===== config.mk =====
export PLATFORM = sky130hd
export DESIGN_NAME = qcw_burst_sequencer
export DESIGN_NICKNAME = d
export VERILOG_FILES = /design/src/rtl/qcw_burst_sequencer.sv
export SDC_FILE = /design/constraint.sdc
export NUM_CORES = 1
export LEC_CHECK = 0
export CAP_MARGIN = 10
export CORE_UTILIZATION = 50
export DETAILED_ROUTE_END_ITERATION = 7
export MAX_ROUTING_LAYER = met4
export PLACE_DENSITY = 0.71
export SYNTH_ARGS = -nofsm -noshare
export SYNTH_HDL_FRONTEND = slang
export SYNTH_SLANG_ARGS = --single-unit

===== constraint.sdc =====
create_clock -name clk -period 6.8 [get_ports clk]
set_clock_uncertainty 0.1 [all_clocks]
set_input_delay 2.04 -clock clk [delete_from_list [all_inputs] [get_ports clk]]
set_output_delay 2.04 -clock clk [all_outputs]
set_load 0.02 [all_outputs]

===== src/rtl/qcw_burst_sequencer.sv =====
// Burst sequencer for the QCW phase-locked bridge driver: arms on a trigger, starts the
// driver, ramps phase_shift per driver cycle, drains, enforces an off-time and latches faults.
module qcw_burst_sequencer #(
    parameter int unsigned HOLDOFF_CYCLES  = 500000,
    parameter int unsigned DRAIN_CYCLES    = 2000,
    parameter int unsigned WATCHDOG_CYCLES = 4000,
    parameter logic [23:0] REP_PERIOD      = 24'd2000000
) (
    input  logic        clk,
    input  logic        rst_n,
    input  logic        enable,
    input  logic        trig_ext_sel,
    input  logic        ext_trigger,
    input  logic [15:0] burst_cycles,
    input  logic [7:0]  ramp_start,
    input  logic [7:0]  ramp_end,
    input  logic [15:0] ramp_step,
    input  logic        fault_in,
    input  logic        clear_fault,
    input  logic        cycle_finished,
    output logic        pll_start,
    output logic        pll_halt,
    output logic [7:0]  phase_shift,
    output logic [15:0] cycle_limit,
    output logic        burst_active,
    output logic        burst_done,
    output logic        fault_latched,
    output logic [15:0] burst_count
);

    typedef enum logic [2:0] {
        S_IDLE, S_ARM, S_START, S_RUN, S_DRAIN, S_HOLDOFF, S_FAULT
    } state_t;

    state_t      state_reg, state_next;
    logic        cf_d_reg, ext_d_reg;
    logic [23:0] rep_cnt_reg;
    logic [31:0] cnt_reg, wd_cnt_reg;
    logic [15:0] edge_cnt_reg, acc_reg, ramp_step_reg, cycle_limit_reg, burst_count_reg;
    logic [7:0]  ramp_end_reg, phase_reg;
    logic        burst_done_reg;

    logic        cf_rise, ext_rise, int_trig, trig;
    logic        last_edge, wd_expire, drain_done, holdoff_done;
    logic [15:0] edge_cnt_inc, acc_next;
    logic [16:0] sum17, limit17;

    assign cf_rise      = cycle_finished & ~cf_d_reg;
    assign ext_rise     = ext_trigger & ~ext_d_reg;
    assign int_trig     = (rep_cnt_reg == REP_PERIOD - 24'd1);
    assign trig         = trig_ext_sel ? ext_rise : int_trig;
    assign edge_cnt_inc = edge_cnt_reg + 16'd1;
    assign last_edge    = cf_rise && (edge_cnt_inc == cycle_limit_reg);
    assign wd_expire    = !cf_rise && (wd_cnt_reg == WATCHDOG_CYCLES - 1);
    assign drain_done   = (cnt_reg == DRAIN_CYCLES - 1);
    assign holdoff_done = (cnt_reg == HOLDOFF_CYCLES - 1);

    // 17-bit sum so a 0xFFFF overflow still saturates; a ramp_end below the
    // current value holds the accumulator instead of pulling it down.
    assign sum17   = {1'b0, acc_reg} + {1'b0, ramp_step_reg};
    assign limit17 = {1'b0, ramp_end_reg, 8'h00};
    assign acc_next = (sum17 >= limit17)
                    ? ((limit17[15:0] >= acc_reg) ? limit17[15:0] : acc_reg)
                    : sum17[15:0];

    always_comb begin
        state_next = state_reg;
        if (fault_in) begin
            state_next = S_FAULT;
        end else begin
            case (state_reg)
                S_IDLE:    if (enable) state_next = S_ARM;
                S_ARM: begin
                    if (!enable)   state_next = S_IDLE;
                    else if (trig) state_next = S_START;
                end
                S_START:   state_next = S_RUN;
                S_RUN: begin
                    if (last_edge)      state_next = S_DRAIN;
                    else if (wd_expire) state_next = S_FAULT;
                end
                S_DRAIN:   if (drain_done) state_next = S_HOLDOFF;
                S_HOLDOFF: if (holdoff_done) state_next = enable ? S_ARM : S_IDLE;
                S_FAULT:   if (clear_fault) state_next = S_HOLDOFF;
                default:   state_next = S_IDLE;
            endcase
        end
    end

    always_ff @(posedge clk or negedge rst_n) begin
        if (!rst_n) begin
            state_reg       <= S_IDLE;
            cf_d_reg        <= 1'b0;
            ext_d_reg       <= 1'b0;
            rep_cnt_reg     <= '0;
            cnt_reg         <= '0;
            wd_cnt_reg      <= '0;
            edge_cnt_reg    <= '0;
            acc_reg         <= '0;
            ramp_step_reg   <= '0;
            ramp_end_reg    <= '0;
            cycle_limit_reg <= '0;
            phase_reg       <= '0;
            burst_done_reg  <= 1'b0;
            burst_count_reg <= '0;
        end else begin
            state_reg <= state_next;
            cf_d_reg  <= cycle_finished;
            ext_d_reg <= ext_trigger;

            if (state_reg != S_FAULT)
                rep_cnt_reg <= int_trig ? 24'd0 : rep_cnt_reg + 24'd1;

            cnt_reg    <= (state_next != state_reg) ? 32'd0 : cnt_reg + 32'd1;
            wd_cnt_reg <= (state_reg == S_RUN && !cf_rise) ? wd_cnt_reg + 32'd1 : 32'd0;

            // Config is captured on the edge entering START so it is already valid
            // while pll_start is high.
            if (state_next == S_START) begin
                cycle_limit_reg <= (burst_cycles == 16'd0) ? 16'd1 : burst_cycles;
                acc_reg         <= {ramp_start, 8'h00};
                phase_reg       <= ramp_start;
                ramp_end_reg    <= ramp_end;
                ramp_step_reg   <= ramp_step;
                edge_cnt_reg    <= '0;
            end else if (state_reg == S_RUN && cf_rise) begin
                edge_cnt_reg <= edge_cnt_inc;
                acc_reg      <= acc_next;
                phase_reg    <= acc_next[15:8];
            end

            if (state_next == S_HOLDOFF || state_next == S_FAULT)
                phase_reg <= '0;

            burst_done_reg <= (state_reg == S_RUN) && (state_next == S_DRAIN);
            if (state_reg == S_DRAIN && state_next == S_HOLDOFF)
                burst_count_reg <= burst_count_reg + 16'd1;
        end
    end

    assign pll_start     = (state_reg == S_START);
    assign pll_halt      = (state_reg == S_FAULT);
    assign fault_latched = (state_reg == S_FAULT);
    assign burst_active  = (state_reg == S_START) || (state_reg == S_RUN) || (state_reg == S_DRAIN);
    assign burst_done    = burst_done_reg;
    assign phase_shift   = phase_reg;
    assign cycle_limit   = cycle_limit_reg;
    assign burst_count   = burst_count_reg;

endmodule


Word-level counts from Yosys, hierarchy flattened. Index checks and enable logic that the tools add are counted.

Add/sub/neg operators: 6. $lt $le $gt $ge: 2. Equality and inequality tests: 18. Mux-type cells: 25. Bitwise logic cells: 4. Reductions and logical operators: 15.

Operators with widths (number): two-way mux 16 bit (7); adder 32 x 1 -> 32 bit, second input constant (2); two-way mux 32 bit (2); adder 16 x 1 -> 16 bit, second input constant (2); == test 32 x 11 -> 1 bit, second input constant (1); == test 32 x 12 -> 1 bit, second input constant (1); == test 32 x 19 -> 1 bit, second input constant (1); two-way mux 3 bit (9); adder 24 x 1 -> 24 bit, second input constant (1); == test 24 x 21 -> 1 bit, second input constant (1); two-way mux 24 bit (1); two-way mux 8 bit (3); one-hot mux 3 bit (7 select lines) (1); == test 3 bit, second input constant (6); adder 16 x 16 -> 17 bit (1); >= comparator 17 x 16 -> 1 bit (1); == test 16 bit (1); >= comparator 16 bit (1); logical NOT 16 bit (1); == test 3 x 2 -> 1 bit, second input constant (3); logical AND 1 bit (6); == test 3 x 1 -> 1 bit, second input constant (1); logical NOT 3 bit (1); logical OR 1 bit (3); other kinds (10) (13).

Flip-flop bits (word level): 190. Input bits: 56. Word-level logic and storage cells: 85.

Logic depth before layout (Yosys ltp). Gate-level depths: netlist of run 1.

Depth after elaboration: 11. Mapped depth: 21.

Worst setup path before layout of run 1. No wires, ideal clock.

Path type: reg-to-reg. Start: register acc_reg[0]. End: register phase_reg[1] (netlist: phase_shift[1]). Setup time: 0.135 ns. Arrival time: 3.929 ns. Slack: 2.636 ns. Stages on the path, launching flop included: 21. Cells stage by stage: dfrtp_1 ha_1 fa_1 a21oi_1 o22ai_1 o21ai_0 o21bai_1 a21o_1 a31oi_1 xnor2_1 ha_1 o21a_1 o21ai_0 a21oi_1 o32ai_1 nand3_1 or2_2 buf_2 mux2_2 a21oi_1 a211oi_1.

Word-level cells in the longest chain between the ends: 6. Elaborated cells between the ends (all ways): 8. Classes of those cells: add/sub: 1; order compare: 2; mux: 5.

RTL lines: start, declared (line 39) `logic [15:0] edge_cnt_reg, acc_reg, ramp_step_reg, cycle_limit_reg, burst_count_reg;`; start signal, assigned (line 121) `acc_reg <= {ramp_start, 8'h00};`; start signal, assigned (line 128) `acc_reg <= acc_next;`; adder 16 x 16 -> 17 bit / >= comparator 16 bit (equally long branches) (line 60, 63); >= comparator 17 x 16 -> 1 bit / two-way mux 16 bit (equally long branches) (line 62, 63); two-way mux 16 bit (*) (line 63) `? ((limit17[15:0] >= acc_reg) ? limit17[15:0] : acc_reg)`; two-way mux 8 bit (*) (line 126) `end else if (state_reg == S_RUN && cf_rise) begin`; two-way mux 8 bit (*) (line 119) `if (state_next == S_START) begin`; two-way mux 8 bit (*) (line 132) `if (state_next == S_HOLDOFF || state_next == S_FAULT)`; end signal, assigned (line 122) `phase_reg <= ramp_start;`; end signal, assigned (line 129) `phase_reg <= acc_next[15:8];`; end, declared (line 40) `logic [7:0] ramp_end_reg, phase_reg;`.

Every way passes the cells marked *; elsewhere a longest branch is shown, timed or not. The select of a mux whose other input is x is not followed. A chain may end at the register's enable or synchronous reset.

Worst setup path in the final report of run 1.
Start: register acc_reg[1]. End: register phase_reg[1] (netlist: phase_shift[1]).

Same word-level chain as after synthesis.

==> flow_summary_export.csv, run 1 <==
group,metric,value,unit
outcome,status,"finished, final reports clean",
worst_setup_path,arrival,5.14,ns
cts,cts_setup_buffers,0,
cts,cts_sinks,190,
layout,final_cell_mix,"nand2_1, dfrtp_1, nor2_1",
run,cap_viol_max_count,0,
pwr,peakVddDrop,0.338,mV
pwr,pwr-share-comb,0.421,
worst_setup_path,r2r_cells,16,
cts,numCtsBuffers,17,
worst_setup_path,path_depth,16,
timing,finalCritPeriodShare,0.725,
timing,slew_viol_final,0,
worst_setup_path,path_max_fanout,17,
place,port_buffers,100,
route,post_drt_wl_per_cell,15.3,microns
place,dpl.hpwl,16800,microns
grt,grt_pass1_vias,7988,
worst_setup_path,path_class,"flip-flop to flip-flop",
place,place_congestion,0.874,
worst_setup_path,critical_path.cell_chain,"ha_1 > a211oi_1 > o21ai_0 > o31ai_1 > o211ai_1 > a21oi_1 > xnor2_1 > ha_1 > a2111oi_0 > a21oi_1 > o32ai_1 > nand3_1 > or2_2 > mux2_2 > a21oi_1 > a211oi_1",
pwr,intPower,2650,uW
route,drtAntennaViolNets,0,
floorplanning,rows,52,
layout,nFillCells,1799,
pwr,seqPwrFrac,0.348,
logic_synthesis,synth-seq-cells,190,
grt,grt_pass1_wl,39200,microns
timing,hold_viol,0,
cts,htree_levels,4,
logic_synthesis,postSynth.asyncResetShare,1.00,
layout,areaGrowthSynthToFinish,17.0,%
route,first_pass_iters,5,
cts,clk_pin_slew,0.08,ns
floorplanning,die_y,147,microns
logic_synthesis,yosysWarnings,0,
worst_setup_path,end_kind,"flip-flop",
worst_setup_path,crit_path_top_delay_cell,"o31ai_1",
min_path,min_path_type,"flip-flop to flip-flop",
timing,tns,0,ns
route,drt_iter0_markers,430,
floorplanning,fp.dieArea,21600,sq um
cts,cts_buffer_depth,2,
floorplanning,core-area,20400,sq um
route,wl,23200,microns
worst_setup_path,cp_top_family,"compound AO/OA/AOI/OAI gates",
pwr,finalPower,4440,uW
cts,cts_root_buffer,"clkbuf_16",
min_path,hold_path_depth,2,
timing,worstMarginPinSlew,1.11,ns
cts,ctsResizeCount,0,
timing,slew_headroom,0.257,
floorplanning,die_x,147,microns
logic_synthesis,synth_nets,1244,
worst_setup_path,slowest_delay,0.54,ns
grt,grt_max_degree,117,
cts,cts_tree,"done",
pwr,p_sw,1790,uW
pwr,p_clk_frac,0.231,
timing,min_period,4.93,ns
worst_setup_path,start_kind,"flip-flop",
floorplanning,io_pins,101,
cts,clkLatencyLatePin,0.44,ns
timing,setup_viol,0,
pwr,cellLeakagePower,0.00537,uW
route,viasPerCell,5.48,
logic_synthesis,ys.flop_type,"dfrtp_1",
route,drc_errors,0,
worst_setup_path,path_buf_inv,0,
logic_synthesis,netlist_area,10500,sq um
logic_synthesis,syn_avg_cell_area,9.15,sq um
pwr,switching_share,0.403,
logic_synthesis,synth.distinct_cells,72,
grt,antenna_found_initial,0,
logic_synthesis,synth_cells,1150,
layout,fin_nets,1327,
timing,fmax,203,MHz
route,num_vias,8316,
logic_synthesis,ys_seq_area_frac,0.452,
worst_setup_path,cp.required,7.00,ns
cts,ctsHoldBuffers,0,
layout,drive_gt1_frac,0.0530,
floorplanning,initial_core_util,0.515,
pwr,power_density,361,nW/um^2
grt,grt_usage,0.233,
layout,final_common_cell,"nand2_1",
logic_synthesis,synth_edf_count,0,
grt,gr-total-overflow,0,
worst_setup_path,path_common_cell,"a21oi_1",
timing,rsz0062_at_grt,"false",
per-stage QoR:
stage | util | cell area, sq um | cells | hold WS (ns) | setup WS [ns]
6_report | 0.603 | 12300 | 1517 | 0.378 | 1.87
5_1_grt | 0.602 | 12300 | 1516 | 0.404 | 1.53
4_1_cts | 0.602 | 12300 | 1516 | 0.379 | 1.90
3_5_place_dp | 0.573 | 11700 | 1484 | 0.363 | 1.54
3_3_place_gp | 0.573 | 11700 | 1484 | 0.357 | 1.61
2_1_floorplan | - | 10500 | 1150 | 0.343 | 2.64
cells by family after synthesis:
| kind of cell | synth area share |
|---|---|
| simple gates | 0.254 |
| flops | 0.452 |
| xor+xnor | 0.121 |
| compound gates | 0.0842 |
| buf+inv | 0.0359 |
| fa+ha+maj | 0.0459 |
| mux | 0.00689 |
worst paths after layout:
| kind | startpoint | slack (ns) | endpoint |
|---|---|---|---|
| max | acc_reg[1] | 1.87 | phase_shift[1] |
| min | ramp_step_reg[3] | 0.38 | ramp_step_reg[3] |
| max reg2reg | acc_reg[1] | 1.87 | phase_shift[1] |
| min reg2reg | ramp_step_reg[3] | 0.38 | ramp_step_reg[3] |
| max in group asynchronous | rst_n | 3.77 | acc_reg[12] |
| min in group asynchronous | rst_n | 1.58 | rep_cnt_reg[20] |
tightest hold or removal path, cell delays in order, from the launching register on:
cell,delay [ns]
dfrtp_1,0.35
nand2_1,0.05
nand2_1,0.05
layer usage:
layer	global-route usage	part of all wire	vias to the layer above
met5	-	0	-
met4	0.0649	0.015	0
met3	0.0450	0.036	23
met2	0.356	0.47	154
met1	0.317	0.48	4018
li1	-	-	4121
power by group through the flow:
stage / registers [uW] / logic (uW) / clock network, uW
2_1_floorplan: 1550 / 1330 / 0
3_5_place_dp: 1560 / 1850 / 0
5_1_grt: 1570 / 2100 / 1090
6_report: 1540 / 1870 / 1030
3_3_place_gp: 1560 / 1820 / 0
4_1_cts: 1540 / 1870 / 1050
area by class of cell:
class / instances / area (sq um) / share of cell area
multi-input combinational: 875 / 5390 / 0.438
sequential: 190 / 4750 / 0.386
timing repair buffer: 106 / 1050 / 0.0853
clock buffer: 17 / 425 / 0.0346
tap: 270 / 338 / 0.0274
clock inverter: 15 / 186 / 0.0151
inverter: 43 / 161 / 0.0131
antenna: 1 / 2.50 / 0.000203
synthesized netlist by cell type, types with 8 or more instances:
master    instances  share of area
nand4_1          33          0.020
nand3_1          65          0.031
inv_1            43          0.015
a21oi_1          30          0.014
xor2_1           62          0.052
and3_1           17          0.010
nand2_1         191          0.068
ha_1             37          0.044
dfrtp_1         190           0.45
clkbuf_1         18         0.0064
nand2b_1          8         0.0048
nor2_1          132          0.047
nor4_1           22          0.013
o21ai_0          37          0.018
xnor2_1          84          0.070
buf_2            17         0.0081
nor3_1           29          0.014
Note: power is estimated with default switching activity, not from simulation.
==> run 2, diff against run 1 <==
- clock period: 6.8 -> 4.6 ns (I/O delays scaled with it)
==> flow_summary_export.csv, run 2 (same netlist as run 1, synthesis figures left out) <==
group,metric,value,unit
outcome,status,"finished, final reports clean",
timing,fmax,229,MHz
pwr,peakVddDrop,0.403,mV
route,dr_wl_met3,895,microns
layout,num_antenna_cells,0,
layout,areaGrowthSynthToFinish,18.1,%
place,place_congestion,0.874,
floorplanning,die_y,147,microns
worst_setup_path,worstReg2RegStart,"acc_reg[2]",
layout,final_common_cell,"nand2_1",
place,placed_area,11800,sq um
layout,stdcell_area,12400,sq um
floorplanning,die_x,147,microns
run,cap_viol_max_count,0,
worst_setup_path,cp.required,4.85,ns
worst_setup_path,worstSetupStartpoint,"acc_reg[2]",
timing,finalCritPeriodShare,0.950,
timing,min_period,4.37,ns
grt,gr-total-overflow,0,
pwr,power_density,551,nW/um^2
cts,htree_levels,4,
worst_setup_path,start_kind,"flip-flop",
route,drt_iter0_markers,548,
grt,grt_pass1_vias,8138,
worst_setup_path,path_max_fanout,5,
route,wl,23700,microns
place,dpl.hpwl,17000,microns
floorplanning,core-area,20400,sq um
place,port_buffers,100,
layout,final_cell_mix,"nand2_1, dfrtp_1, nor2_1",
route,viasPerCell,5.49,
cts,cts_root_buffer,"clkbuf_16",
min_path,min_path_type,"flip-flop to flip-flop",
layout,fin_nets,1340,
cts,ctsHoldBuffers,0,
route,drtAntennaViolNets,0,
layout,drive_gt1_frac,0.0667,
route,drc_errors,0,
floorplanning,fp.dieArea,21600,sq um
layout,nFillCells,1739,
timing,worstMarginPinSlew,0.873,ns
floorplanning,io_pins,101,
grt,grt_pass1_wl,40100,microns
worst_setup_path,end_kind,"flip-flop",
grt,grt_usage,0.238,
cts,clkLatencyLatePin,0.44,ns
grt,grt_max_degree,80,
timing,slew_viol_final,0,
worst_setup_path,arrival,4.62,ns
layout,seq_area,4750,sq um
route,dr_wl_met2,11200,microns
cts,clk_pin_slew,0.08,ns
cts,cts_buffer_depth,2,
worst_setup_path,path_class,"flip-flop to flip-flop",
route,first_pass_iters,5,
route,num_vias,8401,
pwr,cellLeakagePower,0.00543,uW
cts,cts_sinks,190,
route,wl_met1,11400,microns
floorplanning,rows,52,
timing,hold_slack,0.370,ns
cts,numCtsBuffers,17,
route,post_drt_wl_per_cell,15.5,microns
timing,rsz0062_at_grt,"true",
cts,cts_tree,"done",
route,top_layer_used,"met4",
timing,hold_viol,0,
timing,setup_viol,0,
floorplanning,initial_core_util,0.515,
pwr,finalPower,6850,uW
timing,slew_headroom,0.418,
min_path,min_from,"burst_count[15]",
layout,multi_input_area,5440,sq um
grt,antenna_found_initial,0,
[run 2: final timing paths]
path,to,slack [ns],depth (start not counted)
min,burst_count[15],0.37,1
max reg2reg,phase_shift[0],0.23,20
min reg2reg,burst_count[15],0.37,1
max in group asynchronous,wd_cnt_reg[13],2.56,2
max,phase_shift[0],0.23,20
min in group asynchronous,rep_cnt_reg[18],0.85,1
[run 2: stage by stage]
stage / utilization / worst slack (ns) / TNS, ns / instances
3_5_place_dp: 0.576 / -0.0323 / -0.0323 / 1491
2_1_floorplan: - / 0.436 / 0 / 1150
4_1_cts: 0.605 / 0.00288 / 0 / 1523
6_report: 0.608 / 0.229 / 0 / 1529
5_1_grt: 0.608 / -0.0700 / -0.187 / 1529
3_3_place_gp: 0.576 / 0.0689 / 0 / 1491
[run 2: routing by layer]
layer	GRT usage	vias up
met3	0.0438	25
li1	-	4146
met5	-	-
met1	0.318	4071
met4	0.0624	0
met2	0.372	159
[run 2: layout make-up]
class | count | share of cell area
inverter | 43 | 0.0130
clock inverter | 15 | 0.0122
timing repair buffer | 118 | 0.0937
sequential | 190 | 0.382
clock buffer | 17 | 0.0342
tap | 270 | 0.0272
multi-input combinational | 876 | 0.437
[run 2: report_power, final]
group          total, uW  internal, uW  switching, uW
logic               3100          1410           1690
registers           2280          1960            320
clock network       1470           766            708
total               6850          4130           2720
[run 2: worst max-delay path: stages (launching register included)]
cell and delay [ns]:
dfrtp_1 0.41, ha_1 0.38, o211ai_1 0.10, o21ai_1 0.20, o31ai_1 0.09, buf_4 0.15
o211a_1 0.25, o31ai_1 0.28, a21oi_1 0.12, xnor2_1 0.15, ha_1 0.31, and2_1 0.16
nand4_1 0.11, nor4_2 0.19, nand3_1 0.17, nor4_4 0.21, or2_4 0.22, buf_4 0.11
mux2i_1 0.22, a21oi_1 0.12, a211oi_1 0.23
[run 2: timing repair]
item                       4_1_cts  5_1_grt
buffers inserted                 0        5
setup endpoints to repair        3       24
pin swaps                        0        1
gates cloned                     0        1
resized for setup                1       10
